<file path="src/rtl/alu_pkg.sv">
// Shared constants for the demo-board ALU: opcodes, data width and operand tables.
// DEBOUNCE_CYCLES exists only when ALU_DEBOUNCE_EN is defined.
package alu_pkg;

    localparam int DATA_W = 8;

`ifdef ALU_DEBOUNCE_EN
    localparam int DEBOUNCE_CYCLES = 16;
    localparam int DB_CNT_W        = $clog2(DEBOUNCE_CYCLES + 1);
`endif

    localparam logic [3:0] OP_ADD   = 4'h0;
    localparam logic [3:0] OP_SUB   = 4'h1;
    localparam logic [3:0] OP_INC   = 4'h2;
    localparam logic [3:0] OP_DEC   = 4'h3;
    localparam logic [3:0] OP_AND   = 4'h4;
    localparam logic [3:0] OP_OR    = 4'h5;
    localparam logic [3:0] OP_XOR   = 4'h6;
    localparam logic [3:0] OP_NOT   = 4'h7;
    localparam logic [3:0] OP_NAND  = 4'h8;
    localparam logic [3:0] OP_NOR   = 4'h9;
    localparam logic [3:0] OP_XNOR  = 4'hA;
    localparam logic [3:0] OP_SHL   = 4'hB;
    localparam logic [3:0] OP_SHR   = 4'hC;
    localparam logic [3:0] OP_ROL   = 4'hD;
    localparam logic [3:0] OP_ROR   = 4'hE;
    localparam logic [3:0] OP_PASSB = 4'hF;

    // Leftmost entry is index 0.
    localparam logic [0:7][DATA_W-1:0] OPERAND_A_TABLE = {
        8'h00, 8'h0F, 8'h3C, 8'h55, 8'h7F, 8'h80, 8'hAA, 8'hFF
    };
    localparam logic [0:7][DATA_W-1:0] OPERAND_B_TABLE = {
        8'h01, 8'h0F, 8'hF0, 8'h55, 8'h80, 8'h33, 8'h7E, 8'hFF
    };

endpackage

</file>
<file path="src/rtl/btn_edge.sv">
// Push-button front end: 2-flop synchronizer, optional debounce (ALU_DEBOUNCE_EN),
// and a one-cycle pulse on each rising edge of the resulting level.
module btn_edge
    import alu_pkg::*;
(
    input  logic clk,
    input  logic rst_n,
    input  logic btn_in,
    output logic pulse_out
);

    logic sync_1;
    logic sync_2;
    logic level;
    logic level_q;

    always_ff @(posedge clk or negedge rst_n) begin
        if (!rst_n) begin
            sync_1 <= 1'b0;
            sync_2 <= 1'b0;
        end else begin
            sync_1 <= btn_in;
            sync_2 <= sync_1;
        end
    end

`ifdef ALU_DEBOUNCE_EN
    logic [DB_CNT_W-1:0] db_cnt;
    logic                db_level;

    // The count restarts whenever the synchronized input falls back to the accepted level.
    always_ff @(posedge clk or negedge rst_n) begin
        if (!rst_n) begin
            db_cnt   <= '0;
            db_level <= 1'b0;
        end else if (sync_2 == db_level) begin
            db_cnt <= '0;
        end else if (db_cnt == DB_CNT_W'(DEBOUNCE_CYCLES - 1)) begin
            db_cnt   <= '0;
            db_level <= sync_2;
        end else begin
            db_cnt <= db_cnt + 1'b1;
        end
    end

    assign level = db_level;
`else
    assign level = sync_2;
`endif

    always_ff @(posedge clk or negedge rst_n) begin
        if (!rst_n) begin
            level_q <= 1'b0;
        end else begin
            level_q <= level;
        end
    end

    assign pulse_out = level & ~level_q;

endmodule

</file>
<file path="src/rtl/alu_unit.sv">
// Registered 8-bit ALU whose operands are picked from constant tables by button-stepped indices.
// Define ALU_DEBOUNCE_EN to debounce the select_a/select_b buttons.
module alu_unit
    import alu_pkg::*;
(
    input  logic              clk,
    input  logic              rst_n,
    input  logic [3:0]        select,
    input  logic              select_a,
    input  logic              select_b,
    output logic [DATA_W-1:0] out_put,
    output logic              carry_flag
);

    logic              pulse_a;
    logic              pulse_b;
    logic [2:0]        idx_a;
    logic [2:0]        idx_b;
    logic [DATA_W-1:0] op_a;
    logic [DATA_W-1:0] op_b;
    logic [DATA_W-1:0] res;
    logic              cy;

    btn_edge u_btn_a (
        .clk       (clk),
        .rst_n     (rst_n),
        .btn_in    (select_a),
        .pulse_out (pulse_a)
    );

    btn_edge u_btn_b (
        .clk       (clk),
        .rst_n     (rst_n),
        .btn_in    (select_b),
        .pulse_out (pulse_b)
    );

    // Indices are 3 bits wide, so 7 wraps to 0 naturally.
    always_ff @(posedge clk or negedge rst_n) begin
        if (!rst_n) begin
            idx_a <= 3'd0;
            idx_b <= 3'd0;
        end else begin
            if (pulse_a) idx_a <= idx_a + 3'd1;
            if (pulse_b) idx_b <= idx_b + 3'd1;
        end
    end

    assign op_a = OPERAND_A_TABLE[idx_a];
    assign op_b = OPERAND_B_TABLE[idx_b];

    always_comb begin
        res = '0;
        cy  = 1'b0;
        case (select)
            OP_ADD:   {cy, res} = {1'b0, op_a} + {1'b0, op_b};
            OP_SUB:   {cy, res} = {1'b0, op_a} - {1'b0, op_b};
            OP_INC:   {cy, res} = {1'b0, op_a} + (DATA_W + 1)'(1);
            OP_DEC:   {cy, res} = {1'b0, op_a} - (DATA_W + 1)'(1);
            OP_AND:   res = op_a & op_b;
            OP_OR:    res = op_a | op_b;
            OP_XOR:   res = op_a ^ op_b;
            OP_NOT:   res = ~op_a;
            OP_NAND:  res = ~(op_a & op_b);
            OP_NOR:   res = ~(op_a | op_b);
            OP_XNOR:  res = ~(op_a ^ op_b);
            OP_SHL: begin
                res = {op_a[DATA_W-2:0], 1'b0};
                cy  = op_a[DATA_W-1];
            end
            OP_SHR: begin
                res = {1'b0, op_a[DATA_W-1:1]};
                cy  = op_a[0];
            end
            OP_ROL: begin
                res = {op_a[DATA_W-2:0], op_a[DATA_W-1]};
                cy  = op_a[DATA_W-1];
            end
            OP_ROR: begin
                res = {op_a[0], op_a[DATA_W-1:1]};
                cy  = op_a[0];
            end
            OP_PASSB: res = op_b;
            default: begin
                res = '0;
                cy  = 1'b0;
            end
        endcase
    end

    always_ff @(posedge clk or negedge rst_n) begin
        if (!rst_n) begin
            out_put    <= '0;
            carry_flag <= 1'b0;
        end else begin
            out_put    <= res;
            carry_flag <= cy;
        end
    end

endmodule

</file>
<file path="config.mk">
export PLATFORM = sky130hd
export DESIGN_NAME = alu_unit
export DESIGN_NICKNAME = d
export VERILOG_FILES = /design/src/rtl/alu_pkg.sv /design/src/rtl/btn_edge.sv /design/src/rtl/alu_unit.sv
export SDC_FILE = /design/constraint.sdc
export NUM_CORES = 1
export LEC_CHECK = 0
export CAP_MARGIN = 20
export CORE_MARGIN = 10
export CORE_UTILIZATION = 45
export CTS_CLUSTER_SIZE = 24
export DETAILED_ROUTE_END_ITERATION = 10
export SYNTH_ARGS = -nofsm -noshare
export SYNTH_HDL_FRONTEND = slang
export SYNTH_HIERARCHICAL = 1
export SYNTH_SLANG_ARGS = --single-unit
</file>
<file path="constraint.sdc">
create_clock -name clk -period 5.3 [get_ports clk]
set_input_delay 0.53 -clock clk [delete_from_list [all_inputs] [get_ports clk]]
set_output_delay 0.53 -clock clk [all_outputs]
set_load 0.05 [all_outputs]
</file>
==> metrics <==
metal1 wirelength between 4000 and 5000 um; Routed met3 length approximately 900 um; share of the yosys chip area belonging to registers 16.4%; first-pass GRT wire length 16400 um; total gr overflow 0; final worst path period need approximately 3.7 ns; CTS Hold Bufs 0; Die H roughly 100 um; Setup TNS 0 ns; status complete, no violations; Post-CTS Setup Repair Bufs 0; # clock sinks 21; Pre-antenna DRT Iters 5; DP Area approximately 3300 um2; GPL Wtd Cong between 0.9 and 1; Yosys top cell by area dfrtp_1; Final Max Tran Viols 0; area share of the largest cell type after synthesis 16.4%; Crit Path Max Fanout 16; Period Utilization, post-route a little over two thirds; number of synthesized flops with an enable pin 0; uppermost layer routed met4; fraction of layout cells with a size suffix above 1 a little under a tenth; CTS buffer count 3; Synth Cell Area roughly 3200 um2; DR iter-0 viols ~410; leading cell types in the layout, fill and taps excluded ha_1 (37), nand2_1 (33), nor2_1 (31); TritonCTS clock tree done; number of max-cap violations 0; CP arrival between 3 and 4 ns; post-synthesis cell count 400; CORE AREA between 6000 and 7000 um2; final hold vios 0; ant diodes 0; CP Class reg2reg; async set-or-reset flop fraction in the synthesized netlist 100%; die area about 11000 um2; #FFs+latches synth 21; final setup violation count 0; hpwl dp between 7000 and 8000 um; commonest non-fill, non-tap cell in the layout ha_1; vias per cell between 6 and 7; # IOs 17; final instance area roughly 3400 um2; Final nets between 400 and 500; Routed wire per std cell around 20 um; clk_lat worst skew roughly 0.27 ns; syn_nets 447; synth unique cells between 70 and 80; Syn. warnings 6; Hold Crit Class reg2reg; Slew HR a little over a third; post-cts sizing count 0; via count 3164; Routed WL between 10000 and 15000 um; Post-synth top flop dfrtp_1; r2r setup slk 1.57 ns; Starting Density 46.7%; I/O Buffers 16; vias in the first global route between 2000 and 3000; Rows 30; CP Capture Type flop; Die W 104 um; Reg clk slew, reported paths 0.08 ns; critical path required time 5.44 ns; Fmax achieved ~270 MHz; # DRC 0; Post-Route Skew ~0.0078 ns; Avg Cell Area, Syn about 8.0 um2; Area growth syn-to-layout 6.67%; CTS max path bufs 2; Worst Tran Pin Value 0.976 ns; RSZ-0062 raised after global routing no; Total GRT Usage between 10% and 20%; antenna violations before repair 0; CTS H-tree depth 1; routed length on met2 between 4000 and 5000 um; Clock Tree Root clkbuf_8; ANT nets after route 0; largest net degree at the start of global routing 29; ranking of synthesized cells by area dfrtp_1 (16%), ha_1 (14%), nand2_1 (3.9%), nor2_1 (3.6%), xnor2_1 (3.6%); CP Launch Type flop
## Yosys cell counts (3+ instances only)
| master | instances |
|---|---|
| ha_1 | 37 |
| nand2_1 | 33 |
| nor2_1 | 31 |
| a21oi_1 | 22 |
| inv_1 | 22 |
| dfrtp_1 | 21 |
| o21ai_0 | 18 |
| o22ai_1 | 18 |
| xnor2_1 | 13 |
| nor3_1 | 12 |
| buf_2 | 11 |
| mux2i_1 | 11 |
| nand3_1 | 9 |
| a22oi_1 | 7 |
| a32oi_1 | 7 |
| nor2b_1 | 7 |
| buf_6 | 6 |
| nand2b_1 | 6 |
| a211oi_1 | 5 |
| clkbuf_1 | 4 |
| inv_2 | 4 |
| a221oi_1 | 3 |
| a22o_1 | 3 |
| and2_1 | 3 |
| nand3b_1 | 3 |
| nor2b_4 | 3 |
| o211ai_1 | 3 |
| o21bai_1 | 3 |
| o31ai_1 | 3 |
| o32a_1 | 3 |
| or2_2 | 3 |
| xor2_1 | 3 |
## worst paths after layout
path,endpoint,cells after the start,from
worst max-delay path,carry_flag,13,idx_a[0]
worst min register to register,u_btn_a/level,0,u_btn_a/sync_1
min in group asynchronous,out_put[0],1,rst_n
worst max register to register,carry_flag,13,idx_a[0]
worst min-delay path,u_btn_a/level,0,u_btn_a/sync_1
max in group asynchronous,out_put[7],2,rst_n
## area by class of cell
type,count,area [um2]
sequential,21,526
tap,96,120
timing repair buffer,21,218
clock inverter,1,5.00
multi-input combinational,326,2400
fill,675,3450
inverter,28,106
clock buffer,3,41.3
## logic make-up (layout without fill, tap and decap cells)
kind of cell	Yosys count	count (layout)	synth area share, %
xor+xnor	16	16	4.37
simple gates	133	133	22.5
fa+ha+maj	39	39	15.7
flops	21	21	16.4
mux	11	11	3.43
compound gates	127	127	29.0
buf+inv	53	53	8.63
## worst max-delay path: stages, from the launching register on
cell and delay [ns]:
dfrtp_1 0.52, inv_1 0.13, ha_1 0.67, nand2_1 0.15
o21ai_2 0.18, inv_1 0.20, ha_1 0.30, fa_1 0.42
a21o_1 0.19, a21oi_1 0.24, nand2b_1 0.20, a211oi_1 0.09
o21ai_0 0.19, nand4_1 0.11
## layer usage
metal  vias up  track usage [%]
li1       1461                -
met1      1504             23.9
met2       179             29.5
met3        20             3.28
met4         0             3.98
met5         -                0
## flip-flops by register name (all words and copies together), names as in the netlist
| signal | flops |
|---|---|
| u_btn_a/level_q | 1 |
| u_btn_a/level | 1 |
| u_btn_b/level | 1 |
| u_btn_b/level_q | 1 |
| carry_flag | 1 |
| idx_b | 3 |
| idx_a | 3 |
| u_btn_b/sync_1 | 1 |
| u_btn_a/sync_1 | 1 |
| out_put | 8 |
## stage by stage
| stage | util (%) | std cells | hold WS, ns | setup WS (ns) |
|---|---|---|---|---|
| after floorplan | - | 400 | 0.234 | 2.32 |
| after global placement | 48.7 | 491 | 0.333 | 1.71 |
| after detailed placement | 48.7 | 491 | 0.336 | 1.65 |
| after CTS | 49.4 | 495 | 0.356 | 1.62 |
| after global routing | 49.8 | 496 | 0.367 | 1.34 |
| final | 49.8 | 496 | 0.352 | 1.57 |
Power is not shown: default switching activity piles up to over one toggle a cycle in this logic, so the estimate is an artifact.
